File: config.mk
export PLATFORM = sky130hd
export DESIGN_NAME = rv32a_amo_unit_flat
export DESIGN_NICKNAME = d
export VERILOG_FILES = /design/src/rtl/rv32a_amo_if.sv /design/src/rtl/rv32a_amo_unit.sv /design/src/flat_wrapper.sv
export SDC_FILE = /design/constraint.sdc
export NUM_CORES = 1
export LEC_CHECK = 0
export CAP_MARGIN = 25
export CORE_MARGIN = 2
export CORE_UTILIZATION = 45
export DETAILED_ROUTE_END_ITERATION = 10
export GPL_TIMING_DRIVEN = 0
export MAX_ROUTING_LAYER = met4
export PLACE_DENSITY = 0.73
export SLEW_MARGIN = 0
export SYNTH_ARGS = -nofsm -noshare
export SYNTH_HDL_FRONTEND = slang
export SYNTH_SLANG_ARGS = --single-unit
File: constraint.sdc
create_clock -name clk -period 8.5 [get_ports clk]
set_input_delay 1.275 -clock clk [delete_from_list [all_inputs] [get_ports clk]]
set_output_delay 1.275 -clock clk [all_outputs]
set_load 0.01 [all_outputs]
File: src/rtl/rv32a_amo_if.sv
// Request/response and word-memory handshake bundle for the RV32A atomic unit.
interface rv32a_amo_if #(
  parameter int ADDR_W = 32
);
  logic              req_valid;
  logic              req_ready;
  logic [4:0]        req_funct5;
  logic [ADDR_W-1:0] req_addr;
  logic [31:0]       req_data;
  logic              resp_valid;
  logic [31:0]       resp_data;
  logic              resp_err;
  logic              mem_req;
  logic              mem_we;
  logic [ADDR_W-1:0] mem_addr;
  logic [31:0]       mem_wdata;
  logic [31:0]       mem_rdata;
  logic              mem_ack;

  modport slave (
    input  req_valid, req_funct5, req_addr, req_data, mem_rdata, mem_ack,
    output req_ready, resp_valid, resp_data, resp_err,
           mem_req, mem_we, mem_addr, mem_wdata
  );

  modport master (
    output req_valid, req_funct5, req_addr, req_data, mem_rdata, mem_ack,
    input  req_ready, resp_valid, resp_data, resp_err,
           mem_req, mem_we, mem_addr, mem_wdata
  );
endinterface

File: src/rtl/rv32a_amo_unit.sv
// RV32A atomic engine: LR.W / SC.W / AMO*.W as a read-modify-write sequence
// on a handshaked word port, with a single snoop-invalidated reservation.
module rv32a_amo_unit #(
  parameter int ADDR_W    = 32,
  parameter int RESV_LOG2 = 2,
  parameter bit SNOOP_EN  = 1'b1
) (
  input  logic              clk,
  input  logic              clr,
  rv32a_amo_if.slave        bus,
  input  logic              snoop_valid,
  input  logic [ADDR_W-1:0] snoop_addr,
  output logic              resv_valid
);
  localparam int TAG_W = ADDR_W - RESV_LOG2;

  localparam logic [4:0] F_ADD  = 5'b00000;
  localparam logic [4:0] F_SWAP = 5'b00001;
  localparam logic [4:0] F_LR   = 5'b00010;
  localparam logic [4:0] F_SC   = 5'b00011;
  localparam logic [4:0] F_XOR  = 5'b00100;
  localparam logic [4:0] F_OR   = 5'b01000;
  localparam logic [4:0] F_AND  = 5'b01100;
  localparam logic [4:0] F_MIN  = 5'b10000;
  localparam logic [4:0] F_MAX  = 5'b10100;
  localparam logic [4:0] F_MINU = 5'b11000;
  localparam logic [4:0] F_MAXU = 5'b11100;

  typedef enum logic [1:0] {IDLE, RD, WR, DONE} state_t;

  state_t              state, state_next;
  logic [4:0]          op_f5;
  logic [ADDR_W-3:0]   op_word;
  logic [31:0]         op_data;
  logic [31:0]         result;
  logic                err;
  logic [TAG_W-1:0]    resv_tag;
  logic                lr_kill;
  logic [31:0]         new_val;
  logic [TAG_W-1:0]    req_tag, op_tag, snoop_tag;
  logic                req_err, req_sc, sc_ok;
  logic                snoop_resv_hit, snoop_op_hit;
  logic                snoop_unused;

  function automatic logic f5_legal(input logic [4:0] f);
    case (f)
      F_LR, F_SC, F_SWAP, F_ADD, F_XOR, F_AND, F_OR,
      F_MIN, F_MAX, F_MINU, F_MAXU: return 1'b1;
      default:                      return 1'b0;
    endcase
  endfunction

  assign req_tag      = bus.req_addr[ADDR_W-1:RESV_LOG2];
  assign op_tag       = op_word[ADDR_W-3:RESV_LOG2-2];
  assign snoop_tag    = snoop_addr[ADDR_W-1:RESV_LOG2];
  assign snoop_unused = ^snoop_addr[RESV_LOG2-1:0];

  assign req_err = (bus.req_addr[1:0] != 2'b00) || !f5_legal(bus.req_funct5);
  assign req_sc  = (bus.req_funct5 == F_SC);
  assign snoop_resv_hit = SNOOP_EN && snoop_valid && resv_valid && (snoop_tag == resv_tag);
  assign snoop_op_hit   = SNOOP_EN && snoop_valid && (snoop_tag == op_tag);
  // A snoop on the accepting edge wins over the SC's reservation check.
  assign sc_ok = resv_valid && !snoop_resv_hit && (req_tag == resv_tag);

  // result holds the loaded old value while an AMO is in WR
  always_comb begin
    new_val = op_data;
    case (op_f5)
      F_ADD:  new_val = result + op_data;
      F_XOR:  new_val = result ^ op_data;
      F_AND:  new_val = result & op_data;
      F_OR:   new_val = result | op_data;
      F_MIN:  new_val = ($signed(op_data) < $signed(result)) ? op_data : result;
      F_MAX:  new_val = ($signed(op_data) > $signed(result)) ? op_data : result;
      F_MINU: new_val = (op_data < result) ? op_data : result;
      F_MAXU: new_val = (op_data > result) ? op_data : result;
      default: new_val = op_data;
    endcase
  end

  always_ff @(posedge clk) begin
    if (clr) state <= IDLE;
    else     state <= state_next;
  end

  always_comb begin
    state_next = state;
    case (state)
      IDLE: if (bus.req_valid) begin
        if (req_err)     state_next = DONE;
        else if (req_sc) state_next = sc_ok ? WR : DONE;
        else             state_next = RD;
      end
      RD:   if (bus.mem_ack) state_next = (op_f5 == F_LR) ? DONE : WR;
      WR:   if (bus.mem_ack) state_next = DONE;
      DONE: state_next = IDLE;
      default: state_next = IDLE;
    endcase
  end

  always_comb begin
    bus.req_ready  = 1'b0;
    bus.mem_req    = 1'b0;
    bus.mem_we     = 1'b0;
    bus.resp_valid = 1'b0;
    bus.resp_data  = '0;
    bus.resp_err   = 1'b0;
    bus.mem_addr   = {op_word, 2'b00};
    bus.mem_wdata  = (op_f5 == F_SC) ? op_data : new_val;
    case (state)
      IDLE: bus.req_ready = 1'b1;
      RD:   bus.mem_req = 1'b1;
      WR: begin
        bus.mem_req = 1'b1;
        bus.mem_we  = 1'b1;
      end
      DONE: begin
        bus.resp_valid = 1'b1;
        bus.resp_data  = result;
        bus.resp_err   = err;
      end
      default: ;
    endcase
  end

  always_ff @(posedge clk) begin
    if (clr) begin
      op_f5      <= '0;
      op_word    <= '0;
      op_data    <= '0;
      result     <= '0;
      err        <= 1'b0;
      resv_valid <= 1'b0;
      resv_tag   <= '0;
      lr_kill    <= 1'b0;
    end else begin
      if (snoop_resv_hit) resv_valid <= 1'b0;
      case (state)
        IDLE: if (bus.req_valid) begin
          op_f5   <= bus.req_funct5;
          op_word <= bus.req_addr[ADDR_W-1:2];
          op_data <= bus.req_data;
          err     <= req_err;
          result  <= '0;
          lr_kill <= 1'b0;
          if (!req_err && req_sc) begin
            resv_valid <= 1'b0;
            result     <= {31'd0, !sc_ok};
          end
        end
        RD: begin
          if (snoop_op_hit) lr_kill <= 1'b1;
          if (bus.mem_ack) begin
            result <= bus.mem_rdata;
            // LR loses its reservation if its granule was stored to while reading.
            if (op_f5 == F_LR) begin
              resv_tag   <= op_tag;
              resv_valid <= !(lr_kill || snoop_op_hit);
            end
          end
        end
        default: ;
      endcase
    end
  end
endmodule

File: src/flat_wrapper.sv
// flat-port wrapper written by rule: the top's interface ports become plain ports
module rv32a_amo_unit_flat 
#(
  parameter int ADDR_W    = 32,
  parameter int RESV_LOG2 = 2,
  parameter bit SNOOP_EN  = 1'b1
)
  (clk, clr, snoop_valid, snoop_addr, resv_valid, bus_req_valid, bus_req_funct5, bus_req_addr, bus_req_data, bus_mem_rdata, bus_mem_ack, bus_req_ready, bus_resp_valid, bus_resp_data, bus_resp_err, bus_mem_req, bus_mem_we, bus_mem_addr, bus_mem_wdata);
  rv32a_amo_if #(.ADDR_W(ADDR_W)) bus_i ();
  input  logic clk;
  input  logic clr;
  input  logic snoop_valid;
  input  logic [ADDR_W-1:0] snoop_addr;
  output logic resv_valid;
  input wire logic [$bits(bus_i.req_valid)-1:0] bus_req_valid;
  input wire logic [$bits(bus_i.req_funct5)-1:0] bus_req_funct5;
  input wire logic [$bits(bus_i.req_addr)-1:0] bus_req_addr;
  input wire logic [$bits(bus_i.req_data)-1:0] bus_req_data;
  input wire logic [$bits(bus_i.mem_rdata)-1:0] bus_mem_rdata;
  input wire logic [$bits(bus_i.mem_ack)-1:0] bus_mem_ack;
  output wire logic [$bits(bus_i.req_ready)-1:0] bus_req_ready;
  output wire logic [$bits(bus_i.resp_valid)-1:0] bus_resp_valid;
  output wire logic [$bits(bus_i.resp_data)-1:0] bus_resp_data;
  output wire logic [$bits(bus_i.resp_err)-1:0] bus_resp_err;
  output wire logic [$bits(bus_i.mem_req)-1:0] bus_mem_req;
  output wire logic [$bits(bus_i.mem_we)-1:0] bus_mem_we;
  output wire logic [$bits(bus_i.mem_addr)-1:0] bus_mem_addr;
  output wire logic [$bits(bus_i.mem_wdata)-1:0] bus_mem_wdata;
  assign bus_i.req_valid = bus_req_valid;
  assign bus_i.req_funct5 = bus_req_funct5;
  assign bus_i.req_addr = bus_req_addr;
  assign bus_i.req_data = bus_req_data;
  assign bus_i.mem_rdata = bus_mem_rdata;
  assign bus_i.mem_ack = bus_mem_ack;
  assign bus_req_ready = bus_i.req_ready;
  assign bus_resp_valid = bus_i.resp_valid;
  assign bus_resp_data = bus_i.resp_data;
  assign bus_resp_err = bus_i.resp_err;
  assign bus_mem_req = bus_i.mem_req;
  assign bus_mem_we = bus_i.mem_we;
  assign bus_mem_addr = bus_i.mem_addr;
  assign bus_mem_wdata = bus_i.mem_wdata;
  rv32a_amo_unit #(.ADDR_W(ADDR_W), .RESV_LOG2(RESV_LOG2), .SNOOP_EN(SNOOP_EN)) u_core (.clk(clk), .clr(clr), .bus(bus_i), .snoop_valid(snoop_valid), .snoop_addr(snoop_addr), .resv_valid(resv_valid));
endmodule
After elaboration in Yosys (flattened, before gate mapping):

Memory sizes are Yosys's and may differ from the RTL's.
Index checks and enable logic that the tools add are counted.

* add/sub/neg operators: 1
* $mul: 0
* divide/modulo/power cells: 0
* order comparisons: 4
* equal/unequal tests: 20
* shifts and indexed selects: 0
* multiplexer cells: 33
* bitwise gates (word level): 3
* reduce and logical (&&, ||, !) cells: 23

Operators with widths (count)
* 32-bit 2-to-1 mux: 8
* 32-bit one-hot mux with 8 select lines: 1
* 30-bit == test: 3
* 32-bit > comparator: 2
* 32-bit < comparator: 2
* 32-bit one-hot mux with 2 select lines: 1
* 32-bit adder: 1
* 32-bit AND: 1
* 32-bit OR: 1
* 32-bit XOR: 1
* 5-bit == test (second input constant): 4
* 5-bit by 2-bit == test with 1-bit output (second input constant): 3
* 1-bit 2-to-1 mux: 15
* 3-bit AND reduction: 4
* 5-bit by 4-bit == test with 1-bit output (second input constant): 2
* 2-bit 2-to-1 mux: 5
* 2-bit one-hot mux with 4 select lines: 1
* 1-bit logical AND: 6
* 2-bit inequality test (second input constant): 3
* 5-bit by 3-bit == test with 1-bit output (second input constant): 1
* 1-bit zero test: 5
* 5-bit zero test: 1
* 2-bit == test (second input constant): 2
* 1-bit one-hot mux with 2 select lines: 2
* 7 further kinds: 9

* bits in registers: 134
* bits in latches: 0
* memory bits (writable): 0
* memory bits (read-only): 32
* output and inout port bits: 102
* word-level logic and storage cells: 94
* memories kept: 1

Memory list
* (no name shown): words 32, bits a word 1, read ports 1, clocked after memory_dff 0, wr ports 0, RTL line rv32a_amo_unit.sv:46 `case (f)`

Depth between registers and ports, before layout:

Gate-level depths: netlist of run 1.

* depth in word-level cells: 10
* mapped depth: 15

Worst setup path after synthesis of run 1:

Ideal clock, no wire load.

* path kind: reg2out
* from: reg u_core.result[22]
* to: out bus_mem_wdata[26]
* arrival time: 3.487 ns
* required time: 7.225 ns
* slack: 3.738 ns
* stages on the path, launching flop included: 15
* buffers on the path: 2
* cell sequence: dfxtp_1 > inv_1 > ha_1 > buf_2 > nor4_1 > nand3_1 > or4b_4 > or3_4 > and3_4 > mux2_4 > a211oi_4 > buf_6 > a221o_1 > a221oi_1 > a21oi_1

* word-level cells in the longest chain between the ends: 4
* elaborated cells between the ends (all ways): 11

RTL lines
* from (decl): RTL line rv32a_amo_unit.sv:35 `logic [31:0] result;`
* from (signal assigned): RTL line rv32a_amo_unit.sv:148 `result <= {31'd0, !sc_ok};`
* from (signal assigned): RTL line rv32a_amo_unit.sv:154 `result <= bus.mem_rdata;`
* 32-bit > comparator, or another cell as far along: RTL line rv32a_amo_unit.sv:76 `F_MAXU: new_val = (op_data > result) ? op_data : result;`
* 32-bit 2-to-1 mux (on tied branches)
* 32-bit one-hot mux with 8 select lines (*): RTL line rv32a_amo_unit.sv:68 `case (op_f5)`
* 32-bit 2-to-1 mux (*): RTL line rv32a_amo_unit.sv:109 `bus.mem_wdata = (op_f5 == F_SC) ? op_data : new_val;`
* to (decl): RTL line flat_wrapper.sv:28 `output wire logic [$bits(bus_i.mem_wdata)-1:0] bus_mem_wdata;`

Every way passes the cells marked *; elsewhere a longest branch is shown, timed or not.

Worst setup path after layout of run 1:

* from: reg u_core.result[30]
* to: out bus_mem_wdata[28]

The elaborated chain is that of the path after synthesis.

==> results of run 1 <==
[flip-flops by register name, indices dropped and copies added (netlist names)]
register and cells:
u_core.op_data 32, u_core.err 1, u_core.resv_tag 30, u_core.lr_kill 1
u_core.op_tag 30, u_core.result 32, u_core.resv_valid 1, u_core.state 2
u_core.op_f5 5
[report_power, final]
| part | switching [mW] | internal, mW |
|---|---|---|
| clock | 0.353 | 0.396 |
| sequential | 0.114 | 0.706 |
| combinational | 1.18 | 0.736 |
| total | 1.65 | 1.84 |
[cell type report]
class	instances	area [µm²]	share of cell area [%]
Multi-Input combinational cell	1151	7370	52.2
Sequential cell	134	2680	19.0
Inverter	87	327	2.31
Clock inverter	14	134	0.948
Timing Repair Buffer	236	2360	16.7
Antenna cell	1	2.50	0.0177
Clock buffer	18	439	3.11
Tap cell	319	399	2.83
Buffer	97	403	2.85
[stage by stage]
step | setup WS (ns) | hold WS, ns
finish | 1.43 | 0.491
global route | 1.39 | 0.512
CTS | 1.62 | 0.493
detailed placement | 2.09 | 0.483
global placement | 2.11 | 0.470
floorplan | 3.74 | 0.457
[cells by family (layout without fill, tap and decap cells)]
| group | after synthesis | in the layout | synth area share (%) |
|---|---|---|---|
| compound gates | 427 | 427 | 25.1 |
| xor+xnor | 121 | 121 | 9.84 |
| fa+ha+maj | 102 | 102 | 11.9 |
| buf+inv | 184 | 452 | 6.77 |
| flops | 134 | 134 | 24.9 |
| mux | 6 | 6 | 0.651 |
| other cells | 1 | 3 | 0.0348 |
| simple gates | 493 | 493 | 20.8 |
[Yosys cell counts (3+ instances only)]
cell,number
nand2_1,256
a21oi_1,176
dfxtp_1,134
ha_1,100
nor2_1,91
inv_1,86
o21ai_0,81
xnor2_1,79
clkbuf_1,77
xor2_1,42
and2_1,37
a22oi_1,33
a221oi_1,24
nand4_1,24
a221o_1,18
nor4_1,18
nor3_1,17
a211oi_1,11
a31oi_1,11
nor2b_1,10
o211ai_1,10
a2bb2oi_1,9
nand3_1,9
buf_1,7
buf_2,7
and3_1,6
a21o_1,5
o21bai_1,5
a21boi_0,4
buf_4,4
mux2i_1,4
nand2b_1,4
o2111ai_1,4
o31ai_1,4
or2_2,4
a41oi_1,3
o21a_1,3
o41ai_1,3
or3_1,3
or4_1,3
[final timing paths]
check / from / to / slack [ns]
worst max-delay path: u_core.result[30] / bus_mem_wdata[28] / 1.43
worst min-delay path: u_core.op_f5[0] / u_core.op_f5[0] / 0.49
worst max register to register: u_core.resv_tag[18] / u_core.result[0] / 5.63
worst min register to register: u_core.op_f5[0] / u_core.op_f5[0] / 0.49
[critical path, cell delays in order, from the launching register on]
cell,delay [ns]
dfxtp_1,0.57
inv_1,0.13
ha_1,0.44
inv_1,0.11
a221oi_1,0.28
o21bai_1,0.13
nor4_1,0.71
o21ai_2,0.21
xnor2_1,0.36
a21oi_1,0.12
nor2_1,0.52
clkbuf_1,0.76
nor3_1,0.08
o21ai_0,0.31
clkdlybuf4s50_1,0.62
[layout by cell type (no fill, tap or decap), types with 10 or more instances in the layout]
cell,instances
clkbuf_16,17
and2_1,37
a221o_1,18
ha_1,100
a21oi_1,176
nand4_1,24
nor2_1,91
nand2_1,256
nor2b_1,10
nor3_1,17
a22oi_1,33
dfxtp_1,134
a211oi_1,11
clkdlybuf4s50_1,234
xor2_1,42
o21ai_0,81
a31oi_1,11
inv_1,86
o211ai_1,10
a221oi_1,24
nor4_1,17
clkbuf_1,77
xnor2_1,79
[routing by layer]
metal  wire (µm)  GRT usage (%)
met1       19200           46.2
met2       20600           56.2
met3        3470           4.28
met4        1240           11.5
met5           0              -
==> results.cfg, run 1 <==
[run_status]
outcome = finished clean

[global_routing]
antenna_found_initial = 1
grt_pass1_vias = 11321
grt_use_total_pct = 35.1
grt_pass1_wl_um = 66700
grt_remaining_overflow = 0
grt_max_degree = 17

[power_and_ir_drop]
ir_worst_vdd_uv = 154
p_total_mw = 3.49
powerDensity_nw_per_um2 = 247
p_leak_nw = 5.17

[critical_path]
arrival_ns = 5.80
crit_path_end_kind = output pin
crit_type = reg -> out
crit_required_ns = 7.22
rr_worst_depth = 8
path_max_fanout = 10
cp-start-kind = register

[placed_design]
hpwl_um = 33900
routabilityCongestion = 0.989
dp.cells = 2024
portBuffers = 234
placed_cell_area_um2 = 13500

[clocking]
cts_hold_buf = 0
root_buffer = clkbuf_16
cts_htree_levels = 4
cts_resized = 0
path_clk_slew_ns = 0.06
clock_path_buffers = 2
cts_inserted_buffers = 17
clock_latency_ns = 0.44
tritoncts = done
postCtsSetupRepairBufs = 0
cts_num_sinks = 134

[timing]
final_max_slew_viol_count = 0
finalCriticalPeriod_ns = 7.07
setup_viol = 0
tightest_slew_ns = 1.08
rsz0062_at_grt = no
finalHoldViolCount = 0
max_freq_ghz = 0.141
tns_ns = 0
fin_skew_ns = 0.0161
period_share_pct = 83.2
max_slew_margin_pct = 26.1

[synth]
ys_ff_latch = 134
synthFlopType = dfxtp_1
yosys_warnings = 0
ys_top_cells_by_area = dfxtp_1, ha_1, nand2_1, a21oi_1, xnor2_1
synth.distinct_cells = 71
ys_seq_area_share_pct = 24.9
synthArstFlopShare_pct = 0
synthCells = 1468
synth_top_cell_by_area = dfxtp_1
synth_edf_count = 0
synthesis.area_um2 = 10800
synth_top_area_share_pct = 24.9
syn_area_per_cell_um2 = 7.34

[route]
drtIter0Drc = 1155
finalWirelength_um = 44500
route.detailed.vias_per_inst = 5.85
drc = 0
drtAntennaViolNets = 0
firstDrtPassIters = 6
vias = 12041
avgRoutedWirePerCell_um = 21.6

[run]
cap_violations = 0

[layout]
drive_above_1_share_pct = 3.68
fin_util_pct = 60.1
nFillCells = 2187
fin_nets = 1963
area_growth_pct = 31.1
final_area_um2 = 14100
stdcell_count = 2057

[hold_path]
hold_path.class = reg -> reg
hold_depth = 2

[floorplan]
io_pins = 240
num_rows = 56
initial_core_util_pct = 45.9
die_w_um = 159
die_h_um = 159
fp.coreArea_um2 = 23500
die-area_um2 = 25200
Power figures use the tool's default switching activity.
==> run 2, diff against run 1 <==
Settings changed: PLACE_DENSITY 0.73 to 0.75.
Clock period 8.5 ns to 6.2 ns, I/O delays scaled along.
==> results.cfg, run 2 (synthesized netlist as in run 1, its figures left out) <==
[route]
firstDrtPassIters = 8
drc = 0
vias = 12095
drtAntennaViolNets = 0
drtIter0Drc = 1218
finalWirelength_um = 43900
avgRoutedWirePerCell_um = 21.3
route.detailed.vias_per_inst = 5.87

[layout]
drive_above_1_share_pct = 4.54
fin_util_pct = 60.5
final_cell_mix = nand2_1, clkdlybuf4s50_1, a21oi_1
nFillCells = 2155
fin_nets = 1966
multi_input_area_um2 = 7400
top_regs = u_core.op_data: 32 flops, u_core.result: 32 flops
final_area_um2 = 14200
layout_commonest_cell = nand2_1
seqCellArea_um2 = 2690
area_growth_pct = 31.8

[global_routing]
grt_remaining_overflow = 0
grt_max_degree = 17
grt_use_total_pct = 34.8
grt_pass1_wl_um = 66600
antenna_found_initial = 1
grt_pass1_vias = 11511

[critical_path]
crit_type = reg -> out
critPathTopFamily = simple AND/OR/NAND/NOR gates
crit_path_end_kind = output pin
arrival_ns = 5.22
cp-start-kind = register
slowest_delay_ns = 0.59
slowest_stage = or4b_4
crit_chain = inv_1 > ha_1 > buf_2 > nor4_1 > nand3_1 > or4b_4 > or3_4 > and3_4 > mux2_4 > a211oi_4 > buf_6 > a221o_1 > a21oi_1 > nor2_1 > clkdlybuf4s50_1
path_max_fanout = 10
path_buf_inv = 4
crit_required_ns = 5.27

[power_and_ir_drop]
p_int_mw = 2.61
ir_worst_vdd_uv = 210
p_seq_share_pct = 23.2
switching_share_pct = 46.2
p_leak_nw = 5.20
p_clk_share_pct = 22.2
comb_power_share_pct = 54.6
p_switching_mw = 2.24
powerDensity_nw_per_um2 = 341

[clocking]
root_buffer = clkbuf_16
tritoncts = done
cts_htree_levels = 4
path_clk_slew_ns = 0.06
clock_latency_ns = 0.44
cts_inserted_buffers = 17
clock_path_buffers = 2
cts_num_sinks = 134

[timing]
setup_viol = 0
finalCriticalPeriod_ns = 6.15
period_share_pct = 99.1
tightest_slew_ns = 1.14
holdWs_ns = 0.485
fin_skew_ns = 0.0137
tns_ns = 0
rsz0062_at_grt = no
max_slew_margin_pct = 23.4
max_freq_ghz = 0.163
finalHoldViolCount = 0
final_max_slew_viol_count = 0

[floorplan]
fp.coreArea_um2 = 23500
io_pins = 240
die-area_um2 = 25200
die_h_um = 159
initial_core_util_pct = 45.9
num_rows = 56
die_w_um = 159

[placed_design]
routabilityCongestion = 0.984
portBuffers = 234
hpwl_um = 33400
placed_cell_area_um2 = 13500

[hold_path]
hold_path.class = reg -> reg

[run_status]
outcome = finished clean

[run]
cap_violations = 0
==> run 2: cell types whose count changed in the layout (fill, tap and decap cells not counted), sizes merged <==
cell and change:
bufinv +2, inv -1, clkinv -2, buf +2, clkinvlp +1
==> run 2: power groups by stage <==
stage	sequential (mW)	combinational [mW]	clock (mW)
2_1_floorplan	1.10	1.49	0
3_3_place_gp	1.13	2.51	0
3_5_place_dp	1.14	2.55	0
4_1_cts	1.12	2.57	1.07
5_1_grt	1.14	2.83	1.11
6_report	1.12	2.64	1.08
==> run 2: repair_timing <==
item / CTS / global route
hold buffers: 0 / 0
hold endpoints to repair: 0 / 0
resized for setup: 6 / 8
endpoints found under the setup margin: 19 / 14
setup buffers: 0 / 5
pin swaps: 0 / 2
==> run 2: worst reg2reg max path: stages (launching register included) <==
cell and delay, ns:
dfxtp_1 0.34, inv_1 0.09, ha_1 0.18, clkbuf_1 0.30
and2_1 0.18, clkbuf_1 0.40, clkbuf_1 0.47, buf_1 0.50
nand2_1 0.15, a21oi_1 0.14
==> run 2: metal layers <==
metal  wire length [µm]  global-route usage [%]  share of wire, %  vias up
met5                  0                       -                 0        -
met4               1590                    13.3               3.6        0
met3               3760                    6.24               8.6      111
met2              20100                    54.9                46      635
met1              18500                    44.3                42     5735
li1                   -                       -                 -     5614
==> run 2: area by class of cell <==
type | instances | area share [%]
inverter | 87 | 2.30
clock inverter | 14 | 1.16
clock buffer | 17 | 3.00
sequential | 134 | 18.9
timing repair buffer | 240 | 16.8
antenna | 1 | 0.0176
buffer | 96 | 2.86
multi-input combinational | 1151 | 52.1
tap | 319 | 2.81
==> run 2: metrics by stage <==
step                      std cells  power [mW]  worst slack, ns
final                          2059        4.84           0.0543
after global routing           2059        5.08          0.00341
after CTS                      2054        4.76           0.0126
after detailed placement       2023        3.68            0.295
after global placement         2022        3.65            0.326
after floorplan                1469        2.59             1.78
==> run 2: worst paths after layout <==
kind                   endpoint  cells past startpoint         startpoint  slack, ns
max           bus_mem_wdata[29]                     15  u_core.result[22]       0.05
min reg2reg     u_core.op_f5[0]                      2    u_core.op_f5[0]       0.48
min             u_core.op_f5[0]                      2    u_core.op_f5[0]       0.48
max reg2reg  u_core.op_data[27]                      9    u_core.state[0]       3.39
==> run 3, diff against run 2 <==
Settings changed: SETUP_SLACK_MARGIN from default to 0.5, SLEW_MARGIN 0 to 10.
==> results.cfg, run 3 (synthesized netlist as in run 1, its figures left out) <==
[timing]
holdWs_ns = 0.483
finalCriticalPeriod_ns = 5.69
tightest_slew_ns = 1.10
setup_viol = 0
tns_ns = 0
finalHoldViolCount = 0
max_slew_margin_pct = 26.3
fin_skew_ns = 0.0138
max_freq_ghz = 0.176
final_max_slew_viol_count = 0
period_share_pct = 91.8
rsz0062_at_grt = yes

[floorplan]
die_w_um = 159
die_h_um = 159
fp.coreArea_um2 = 23500
num_rows = 56
io_pins = 240
die-area_um2 = 25200
initial_core_util_pct = 45.9

[route]
drtAntennaViolNets = 0
vias = 12193
firstDrtPassIters = 6
finalWirelength_um = 44400
drc = 0
drtIter0Drc = 1243
route.detailed.vias_per_inst = 5.90
avgRoutedWirePerCell_um = 21.5

[layout]
area_growth_pct = 34.4
drive_above_1_share_pct = 6.59
stdcell_count = 2066
nFillCells = 2124
final_cell_mix = nand2_1, clkdlybuf4s50_1, a21oi_1
fin_nets = 1973
top_regs = u_core.op_data: 32 flops, u_core.result: 32 flops
layout_commonest_cell = nand2_1

[power_and_ir_drop]
p_int_mw = 2.68
p_leak_nw = 5.51
comb_power_share_pct = 55.8
p_clk_share_pct = 21.5
ir_worst_vdd_uv = 205
powerDensity_nw_per_um2 = 344
p_total_mw = 4.99
switching_share_pct = 46.2
p_seq_share_pct = 22.6
p_switching_mw = 2.30

[critical_path]
crit_path_end_kind = output pin
crit_required_ns = 5.27
cp-start-kind = register
crit_type = reg -> out
arrival_ns = 4.76
path_max_fanout = 6

[global_routing]
grt_pass1_vias = 11561
grt_pass1_wl_um = 66900
grt_use_total_pct = 34.9
antenna_found_initial = 1
grt_max_degree = 17
grt_remaining_overflow = 0

[placed_design]
portBuffers = 234
routabilityCongestion = 0.984
hpwl_um = 33400
dp.cells = 2023

[clocking]
tritoncts = done
root_buffer = clkbuf_16
cts_num_sinks = 134
clock_latency_ns = 0.44
path_clk_slew_ns = 0.06
cts_inserted_buffers = 17
clock_path_buffers = 2
cts_htree_levels = 4

[run_status]
outcome = finished clean

[hold_path]
hold_path.class = reg -> reg

[run]
cap_violations = 0
[run 3: critical path, cell delays in order (launching register included)]
cell and delay, ns:
dfxtp_1 0.49, inv_1 0.11, ha_1 0.40, a21oi_1 0.24, o221ai_1 0.25, a311oi_2 0.49
o21ai_0 0.30, a221oi_2 0.46, o221ai_1 0.24, o41ai_1 0.42, a211oi_1 0.09, a21oi_1 0.25
clkdlybuf4s50_1 0.59
[run 3: metal layers]
metal	up-vias	wire [µm]	track usage, %
met2	688	20200	55.1
met4	0	1670	13.8
met5	-	0	-
met3	119	4210	6.56
met1	5748	18300	44.0
li1	5638	-	-
[run 3: what timing repair did]
| item | in CTS | in global routing |
|---|---|---|
| gates resized for setup | 40 | 47 |
| pin swaps | 3 | 7 |
| endpoints found under the setup margin | 32 | 28 |
| gates cloned | 0 | 1 |
| setup buffers | 3 | 7 |
| hold buffers | 0 | 0 |
[run 3: cell type report]
cell class,count,area [µm²],area share [%]
Tap cell,319,399,2.76
Clock inverter,14,165,1.14
Clock buffer,17,425,2.94
Multi-Input combinational cell,1152,7570,52.3
Timing Repair Buffer,245,2450,16.9
Inverter,87,327,2.26
Antenna cell,1,2.50,0.0173
Sequential cell,134,2710,18.7
Buffer,97,434,3.00
[run 3: power groups by stage]
stage          clock (mW)  combinational [mW]  sequential [mW]
2_1_floorplan           0                1.49             1.10
3_3_place_gp            0                2.51             1.13
3_5_place_dp            0                2.55             1.14
4_1_cts              1.07                2.62             1.12
5_1_grt              1.11                2.98             1.14
6_report             1.07                2.78             1.13
[run 3: metrics by stage]
stage / area (µm²) / setup WS [ns] / util (%)
after floorplan: 10800 / 1.78 / -
after global placement: 13500 / 0.326 / 57.6
after detailed placement: 13500 / 0.295 / 57.6
after CTS: 14200 / 0.448 / 60.6
after global routing: 14500 / 0.299 / 61.7
final: 14500 / 0.505 / 61.7
[run 3: path summary, 6_finish.rpt]
path | slack, ns | from | end | cells past startpoint
worst min register to register | 0.48 | u_core.op_f5[0] | u_core.op_f5[0] | 2
worst max-delay path | 0.51 | u_core.result[4] | bus_mem_wdata[30] | 12
worst min-delay path | 0.48 | u_core.op_f5[0] | u_core.op_f5[0] | 2
worst max register to register | 3.34 | u_core.state[0] | u_core.op_data[28] | 9
